[config.mk]
export PLATFORM = sky130hd
export DESIGN_NAME = pipe_ctrl_seq
export DESIGN_NICKNAME = d
export VERILOG_FILES = /design/src/rtl/pipe_ctrl_seq_pkg.sv /design/src/rtl/pipe_ctrl_seq_exc_vec_decode.sv /design/src/rtl/pipe_ctrl_seq.sv
export SDC_FILE = /design/constraint.sdc
export NUM_CORES = 1
export LEC_CHECK = 0
export CORE_ASPECT_RATIO = 0.9
export CORE_MARGIN = 8
export CORE_UTILIZATION = 43
export DETAILED_ROUTE_END_ITERATION = 16
export MAX_ROUTING_LAYER = met4
export PLACE_DENSITY = 0.93
export REMOVE_ABC_BUFFERS = 1
export SYNTH_ARGS = -nofsm -noshare
export SYNTH_HDL_FRONTEND = slang
export SYNTH_SLANG_ARGS = --single-unit
export TNS_END_PERCENT = 10
[constraint.sdc]
create_clock -name clk -period 2.3 [get_ports clk]
set_clock_uncertainty 0.05 [all_clocks]
set_input_delay 0.23 -clock clk [delete_from_list [all_inputs] [get_ports clk]]
set_output_delay 0.23 -clock clk [all_outputs]
set_load 0.02 [all_outputs]
[src/rtl/pipe_ctrl_seq_pkg.sv]
// rtl/pipe_ctrl_seq_pkg.sv - shared constants, state encoding and widths for the pipeline controller
package pipe_ctrl_seq_pkg;

  typedef enum logic [1:0] {
    ST_RUN      = 2'd0,
    ST_WAIT_MEM = 2'd1,
    ST_FLUSH    = 2'd2,
    ST_REDIRECT = 2'd3
  } state_e;

  localparam int STALL_BUS_W = 9;

  localparam logic [31:0] EXC_INT     = 32'h0000_0001;
  localparam logic [31:0] EXC_ADEL    = 32'h0000_0004;
  localparam logic [31:0] EXC_ADES    = 32'h0000_0005;
  localparam logic [31:0] EXC_SYS     = 32'h0000_0008;
  localparam logic [31:0] EXC_BP      = 32'h0000_0009;
  localparam logic [31:0] EXC_RI      = 32'h0000_000a;
  localparam logic [31:0] EXC_OV      = 32'h0000_000c;
  localparam logic [31:0] EXC_TR      = 32'h0000_000d;
  localparam logic [31:0] EXC_ERET    = 32'h0000_000e;
  localparam logic [31:0] EXC_SRST    = 32'h0000_0011;
  localparam logic [31:0] EXC_CPU     = 32'h0000_0012;
  localparam logic [31:0] EXC_NMI     = 32'h0000_0013;
  localparam logic [31:0] EXC_IBE     = 32'h0000_0014;
  localparam logic [31:0] EXC_DBE     = 32'h0000_0015;
  localparam logic [31:0] EXC_REFETCH = 32'hffff_ffff;

  localparam logic [31:0] EXC_VEC_DEF = 32'hbfc0_0380;
  localparam logic [31:0] RST_VEC_DEF = 32'hbfc0_0200;

endpackage

[src/rtl/pipe_ctrl_seq_exc_vec_decode.sv]
// rtl/pipe_ctrl_seq_exc_vec_decode.sv - combinational exception code to redirect target mapping
module exc_vec_decode
  import pipe_ctrl_seq_pkg::*;
#(
  parameter logic [31:0] EXC_VEC = EXC_VEC_DEF,
  parameter logic [31:0] RST_VEC = RST_VEC_DEF
) (
  input  logic [31:0] i_excepttype,
  input  logic [31:0] i_cp0_epc,
  input  logic [31:0] i_current_pc,
  output logic [31:0] o_target
);

  always_comb begin
    o_target = 32'h0;
    case (i_excepttype)
      EXC_INT, EXC_ADEL, EXC_ADES, EXC_SYS, EXC_BP, EXC_RI,
      EXC_OV, EXC_TR, EXC_CPU, EXC_IBE, EXC_DBE: o_target = EXC_VEC;
      EXC_ERET:           o_target = i_cp0_epc;
      EXC_SRST, EXC_NMI:  o_target = RST_VEC;
      // refetch wraps modulo 2^32 by construction of the 32-bit add
      EXC_REFETCH:        o_target = i_current_pc + 32'd4;
      default:            o_target = 32'h0;
    endcase
  end

endmodule

[src/rtl/pipe_ctrl_seq.sv]
// rtl/pipe_ctrl_seq.sv - prioritised stall merge plus exception flush/redirect sequencer
module pipe_ctrl_seq
  import pipe_ctrl_seq_pkg::*;
#(
  parameter int                              NUM_STAGES   = STALL_BUS_W,
  parameter int                              NUM_SRC      = 5,
  parameter logic [NUM_SRC*NUM_STAGES-1:0]   STALL_MASKS  = {9'h0FF, 9'h0FF, 9'h0FF, 9'h01F, 9'h00F},
  parameter logic [NUM_SRC-1:0]              MEM_SRC_MASK = 5'b00110,
  parameter logic [31:0]                     EXC_VEC      = EXC_VEC_DEF,
  parameter logic [31:0]                     RST_VEC      = RST_VEC_DEF,
  parameter int                              CNT_W        = 32
) (
  input  logic                  clk,
  input  logic                  resetn,
  input  logic [NUM_SRC-1:0]    stallreq_i,
  input  logic [31:0]           excepttype_i,
  input  logic [31:0]           cp0_epc_i,
  input  logic [31:0]           current_pc_i,
  input  logic                  redirect_ready_i,
  output logic [NUM_STAGES-1:0] stall_o,
  output logic                  flush_o,
  output logic [31:0]           new_pc_o,
  output logic                  redirect_valid_o,
  output logic                  busy_o,
  output logic [CNT_W-1:0]      stall_cycles_o
);

  state_e                r_state;
  state_e                w_state_nxt;
  logic [31:0]           r_new_pc;
  logic [CNT_W-1:0]      r_stall_cnt;
  logic [NUM_STAGES-1:0] w_req_stall;
  logic [31:0]           w_target;
  logic                  w_exc;
  logic                  w_mem_pend;

  assign w_exc      = (excepttype_i != 32'h0);
  assign w_mem_pend = ((stallreq_i & MEM_SRC_MASK) != '0);

  // Masks are listed source 0 first, so source i lives at the i-th slice from the MSB end.
  always_comb begin
    w_req_stall = '0;
    for (int i = 0; i < NUM_SRC; i++) begin
      if (stallreq_i[i]) begin
        w_req_stall = w_req_stall | STALL_MASKS[(NUM_SRC-1-i)*NUM_STAGES +: NUM_STAGES];
      end
    end
  end

  exc_vec_decode #(
    .EXC_VEC (EXC_VEC),
    .RST_VEC (RST_VEC)
  ) u_exc_vec_decode (
    .i_excepttype (excepttype_i),
    .i_cp0_epc    (cp0_epc_i),
    .i_current_pc (current_pc_i),
    .o_target     (w_target)
  );

  always_comb begin
    w_state_nxt = r_state;
    stall_o     = w_req_stall;
    case (r_state)
      ST_RUN: begin
        if (w_exc) begin
          w_state_nxt = w_mem_pend ? ST_WAIT_MEM : ST_FLUSH;
        end
      end
      ST_WAIT_MEM: begin
        stall_o = '1;
        if (!w_mem_pend) begin
          w_state_nxt = ST_FLUSH;
        end
      end
      ST_FLUSH: begin
        stall_o     = '0;
        w_state_nxt = ST_REDIRECT;
      end
      ST_REDIRECT: begin
        stall_o[0] = 1'b1;
        if (redirect_ready_i) begin
          w_state_nxt = ST_RUN;
        end
      end
      default: w_state_nxt = ST_RUN;
    endcase
  end

  always_ff @(posedge clk or negedge resetn) begin
    if (!resetn) begin
      r_state     <= ST_RUN;
      r_new_pc    <= 32'h0;
      r_stall_cnt <= '0;
    end else begin
      r_state <= w_state_nxt;
      // Only a capture from RUN loads the target, so the first exception wins.
      if (r_state == ST_RUN && w_exc) begin
        r_new_pc <= w_target;
      end else if (r_state == ST_REDIRECT && redirect_ready_i) begin
        r_new_pc <= 32'h0;
      end
      if (stall_o != '0 && r_stall_cnt != '1) begin
        r_stall_cnt <= r_stall_cnt + 1'b1;
      end
    end
  end

  assign flush_o          = (r_state == ST_FLUSH);
  assign redirect_valid_o = (r_state == ST_REDIRECT);
  assign busy_o           = (r_state != ST_RUN);
  assign new_pc_o         = r_new_pc;
  assign stall_cycles_o   = r_stall_cnt;

endmodule

Yosys cells after proc, flatten, opt, wreduce, memory -nomap -nowiden. Cells that the tools add are included.

Add/sub/neg operators: 2. Equality and inequality tests: 22. Mux-type cells: 15. Reduce and logical (&&, ||, !) cells: 13.

Operators with widths (count): $eq A32 B4 Y1 const B (6); $eq A32 B5 Y1 const B (5); $pmux W32 S4 (1); $eq A32 B3 Y1 const B (2); $mux W32 (2); $add A32 B1 Y32 const B (1); $add A32 B3 Y32 const B (1); $eq A32 B1 Y1 const B (1); $eq A32 B32 Y1 const B (1); $ne A32 B32 Y1 const B (1); $reduce_bool A32 Y1 (1); $mux W8 (3); $pmux W8 S2 (1); $reduce_or A11 Y1 (1); $reduce_bool A9 Y1 (1); $mux W2 (4); $pmux W2 S4 (1); $ne A2 B2 Y1 const B (3); $mux W5 (1); $reduce_bool A5 Y1 (1); $eq A2 B2 Y1 const B (2); $mux W4 (1); $reduce_bool A2 Y1 (2); $reduce_or A2 Y1 (2); other kinds (5) (7).

Register bits: 66. Input port bits: 104. Output and inout bits: 76. Logic and storage cells: 55.

Depth between registers and ports, before layout.
Word-level depth: 8. Depth in mapped cells: 8. Depth with buffers taken out: 8.

Hierarchy. Synthesis repeated with hierarchy kept, for this count alone.

Cells, all modules: 507. Area, all modules: 4334.2 um^2.

Modules (own cells, without submodules): pipe_ctrl_seq (instances 1, cells each 319, area each 3144.3 um^2, sequential area each 1651.6 um^2); exc_vec_decode (instances 1, cells each 188, area each 1189.9 um^2, sequential area each 0.0 um^2).

Least setup slack after synthesis. No wires, ideal clock.

Path kind: reg2reg. Start point: register r_state[0]. End point: register r_stall_cnt[30], in the netlist stall_cycles_o[30]. Setup time: 0.130 ns. Arrival: 2.046 ns. Data required time: 2.120 ns. Setup slack: 0.074 ns. Cell stages (with the launch flop): 9. Path buffers: 0. Clock period less this slack: 2.226 ns. Path through: dfrtp_1 inv_1 ha_1 inv_1 nand2_1 a221oi_4 nor4b_1 nand3_1 xnor2_1.

Word-level cells in the longest chain between the ends: 5. Elaborated cells between the ends (all ways): 8. Those cells by class: 3 x eq/ne; 2 x mux; 3 x reduce/logical.

Ends and longest elaborated chain: start: declaration (line pipe_ctrl_seq.sv:28) `state_e r_state;`; start signal: assignment (line pipe_ctrl_seq.sv:95) `r_state <= w_state_nxt;`; $eq A2 B2 Y1 or $eq A2 B1 Y1 (tied branches) (line pipe_ctrl_seq.sv:63) `case (r_state)`; $reduce_or A2 Y1 (no line); $pmux W1 S2 (line pipe_ctrl_seq.sv:63); $reduce_bool A9 Y1 * (line pipe_ctrl_seq.sv:102) `if (stall_o != '0 && r_stall_cnt != '1) begin`; $logic_and A1 B1 Y1 * (line pipe_ctrl_seq.sv:102); end signal: assignment (line pipe_ctrl_seq.sv:103) `r_stall_cnt <= r_stall_cnt + 1'b1;`; end: declaration (line pipe_ctrl_seq.sv:31) `logic [CNT_W-1:0] r_stall_cnt;`.

Mark *: on every way between the ends. The rest lies on a longest branch, timed or not. A chain may end at the register's enable or synchronous reset.

Worst setup path in the final report.
Start point: register r_state[0]. End point: output port stall_o[2].

Word-level cells in the longest chain between the ends: 2. Elaborated cells between the ends (all ways): 3. Those cells by class: 2 x eq/ne; 1 x mux.

Ends and longest elaborated chain: $eq A2 B2 Y1 or $eq A2 B1 Y1 (tied branches) (line pipe_ctrl_seq.sv:63); $pmux W8 S2 * (line pipe_ctrl_seq.sv:63); end: declaration (line pipe_ctrl_seq.sv:20) `output logic [NUM_STAGES-1:0] stall_o,`.

Marked as above.

==> metrics list <==
- Unrepaired setup endpoints after global routing: yes
- Result of the run: finished clean
- Entering global routing, the biggest net connects 35 pins.
* Net switching power of the design: 2.25 mW
- Placed wire-length estimate: 11900 um
- Highest-delay cell along the critical path: dfrtp_1
- Average wire per cell in the routed design: 18.5 um
- RR Startpoint: r_state[0]
* Sequential area share after synthesis: 39.4%
* Number of buffers inserted by port buffering: 179
* Number of endpoints failing setup at the final stage: 0
* Antenna-violating nets left: 0
- Horizontal extent of the die: 120 um
* Commonest register cell after synthesis: dfrtp_1
* Placed cell count: 794
- Endpoint kind of the worst setup timing path: output port
* Required time reported for the critical path endpoint: 2.02 ns
* Busiest layer in global routing: met2
* Distinct cell type count after synthesis: 50
* Height of the chip: 110 um
* Fin. Hold Viols: 0
- STA classifies the critical path startpoint as a flip-flop.
* Worst-path clk slew: 0.08 ns
* Setup WS post-layout: 0.0750 ns
- The repair_antennas step left the layout with diodes totalling 0.
- Worst supply voltage drop on vdd: 0.552 mV
* Proportion of netlist area held by the largest area contributor: 39.4%
- Setup TNS: 0 ns
- In the post-synthesis netlist, the cell with the most instances is dfrtp_1.
- Kind of critical path: flip-flop to output port
* Filler instances: 729
* Total number of clock tree sinks: 66
- Total chip power: 5.74 mW
- Worst Path Arrival: 1.95 ns
- Async set-reset flop share out of synthesis: 100%
- Hold_ws: 0.429 ns
- Net switching is 39.3% of the power.
- Across every metal layer, demand over resource in global routing totals 23.4%.
- DR iter-0 viols: 299
- CP Launch Point: r_state[0]
- The detailed router placed 4669 vias in this run.
- For this run, the number of Yosys warnings is 0.
- Num CTS Buffers: 9
- In this run, flip-flops and latches consume 27.1% of the power.
- Cells after Synth: 468
- The clock passes through at most 2 buffers.
- Final std cell area, no fill: 0.00669 mm2
- Reg2Reg Setup Slack: 0.11 ns
- The area growth from synthesis to layout is 59.7%.
- Internal power: 3.48 mW
* Post-Syn Area: 0.00419 mm2
* Wire length of the first global-routing pass: 24100 um
* Met3 track utilization from global routing: 4.67%
* Number of violations of the max-capacitance limit: 0
* Last weighted congestion value of the routability-driven placer: 0.919
- Reg2Reg Depth: 8
- Finished Layout Cells: 811
- Synthesized area per cell: 8.95 um2
* Starting density of the core: 43.8%
* Most numerous cell types in the synthesized netlist: dfrtp_1, nand3_1, xnor2_1
- dfrtp_1 takes more of the synthesized area than any other cell.
- Row generation in the floorplan step produced 34 rows.
- Clock Root Buffer: clkbuf_8
* Clock tree from TritonCTS: yes
* Total grt overflow: 0
* Initial DRT Pass Iterations: 5
* Placed instance area: 0.00639 mm2
- The final layout contains routed wiring with a total length of 15000 um.
- Prior to clock tree synthesis, the placed netlist has a worst setup slack of -0.224 ns.
- Number of flip-flops and latches in the synthesized netlist: 66
- Combinational cells account for 49.8% of the total power.
- Level count of the clock H-tree: 3
- Dividing total power by cell area gives a power density of 858 mW/mm2.
* Number of synthesized flops with an enable pin: 0
- Routed via count divided by cell count: 5.76
- Core area: 0.00957 mm2
- Once layout is complete, the utilization of the core stands at 69.9%.
* Maximum operating frequency: 0.449 GHz
- Total count of max-transition violations in the final report: 0
- In this run, the clock network consumes 23.1% of the power.
* Crit path largest cell delay: 0.38 ns
* Min Clock Period, post-route: 2.23 ns
* Class of the most critical hold timing path: input port to async pin
- Global routing consumed, on the met1 layer, 24.9% of the routing resources.
* Cell Chain, Critical Path: inv_1 > ha_1 > nor2b_1 > nor2_1 > dlygate4sd2_1
- Vias in the first global route: 4958
- Global routing usage on met2: 42.0%
* Worst R2R End: stall_cycles_o[23]
- After synthesis, the cell types taking the most area are dfrtp_1, xnor2_1, nand3_1.
* Relative slew slack: 51.5%
- Total die area: 0.0132 mm2
- In the routed design, unresolved DRC markers number 0.
* Share of layout cells above drive strength 1: 11.7%
- Of all nets on the critical path, the largest fanout is 5.
- Transition time of the tightest slew-check pin: 0.727 ns
- During I/O placement, the number of pins put on the boundary was 180.
- Clock latency on the worst-skew pair, taken at its later pin, is 0.35 ns.
- Number of antenna violations at the first check in global routing: 0
- Static power due to leakage: 2.66 nW
- In the finished design, the share of the clock period the worst path needs comes to 96.7%.
- Final Net Count: 790
==> cell type report <==
class	count	area, um2	share of cell area [%]
clock buffer	10	128	1.91
clock inverter	6	138	2.06
inverter	11	41.3	0.617
multi-input combinational	367	2380	35.6
sequential	66	1650	24.7
tap	126	158	2.36
timing repair buffer	225	2190	32.7
==> critical path: cells and delay by family (launching register included) <==
family | cells | cell delay [ns]
adders and majority gates | 1 | 0.36
buffers and inverters | 2 | 0.46
DFF | 1 | 0.38
and+or+nand+nor | 2 | 0.39
==> flip-flops by register name, summed over array words and instances, names as in the netlist <==
| name | cells |
|---|---|
| stall_cycles_o | 32 |
| r_state | 2 |
| new_pc_o | 32 |
==> worst max-delay path by stage <==
stage / endpoint / slack [ns]
final: stall_o[2] / 0.07
after global routing: stall_cycles_o[18] / -0.0008
after CTS: stall_cycles_o[23] / 0.003
after detailed placement: new_pc_o[29] / -0.22
after global placement: new_pc_o[29] / -0.14
after floorplan: new_pc_o[8] / -0.25
==> kinds of logic after synthesis <==
family                   after synthesis  synth area share [%]
AO/OA/AOI/OAI                         89                  13.8
XOR/XNOR                              58                  12.1
adder cells (fa/ha/maj)                6                  1.79
buffers and inverters                 35                  4.48
flip-flops                            66                  39.4
multiplexers                           4                  1.05
AND/OR/NAND/NOR                      210                  27.4
==> power by group through the flow <==
stage	sequential (mW)	clock, mW	combinational, mW
after detailed placement	1.57	0	2.93
final	1.56	1.33	2.86
after CTS	1.55	1.35	2.85
after global placement	1.55	0	2.83
after floorplan	1.76	0	1.22
after global routing	1.59	1.40	3.05
==> per-layer routing <==
layer	share of wire, %	routed length [um]	vias up
met1	38	5640	2261
met3	7.1	1070	33
met5	0	0	-
li1	-	-	2139
met2	53	7900	236
met4	2.6	390	0
==> what timing repair did <==
action / CTS / global route
hold buffers: 1 / 0
resized for setup: 9 / 4
buffers inserted: 0 / 0
setup endpoints to repair: 11 / 15
hold endpoints to repair: 32 / 0
pin swaps: 0 / 0
==> layout by cell type (no fill, tap or decap), types with 9 or more instances in the layout <==
cell / synthesis / layout
clkdlybuf4s50_1: 0 / 169
dfrtp_1: 66 / 66
nand3_1: 46 / 46
xnor2_1: 41 / 41
nand2_1: 40 / 40
buf_4: 7 / 40
a21oi_1: 33 / 33
nor2_1: 32 / 32
nand4_1: 21 / 21
xor2_1: 17 / 17
o21ai_1: 16 / 16
nor3_1: 15 / 15
a221oi_1: 14 / 14
a22oi_1: 12 / 12
inv_1: 11 / 11
nor4_1: 12 / 11
clkbuf_8: 0 / 9
(Power assumes the default switching activity.)
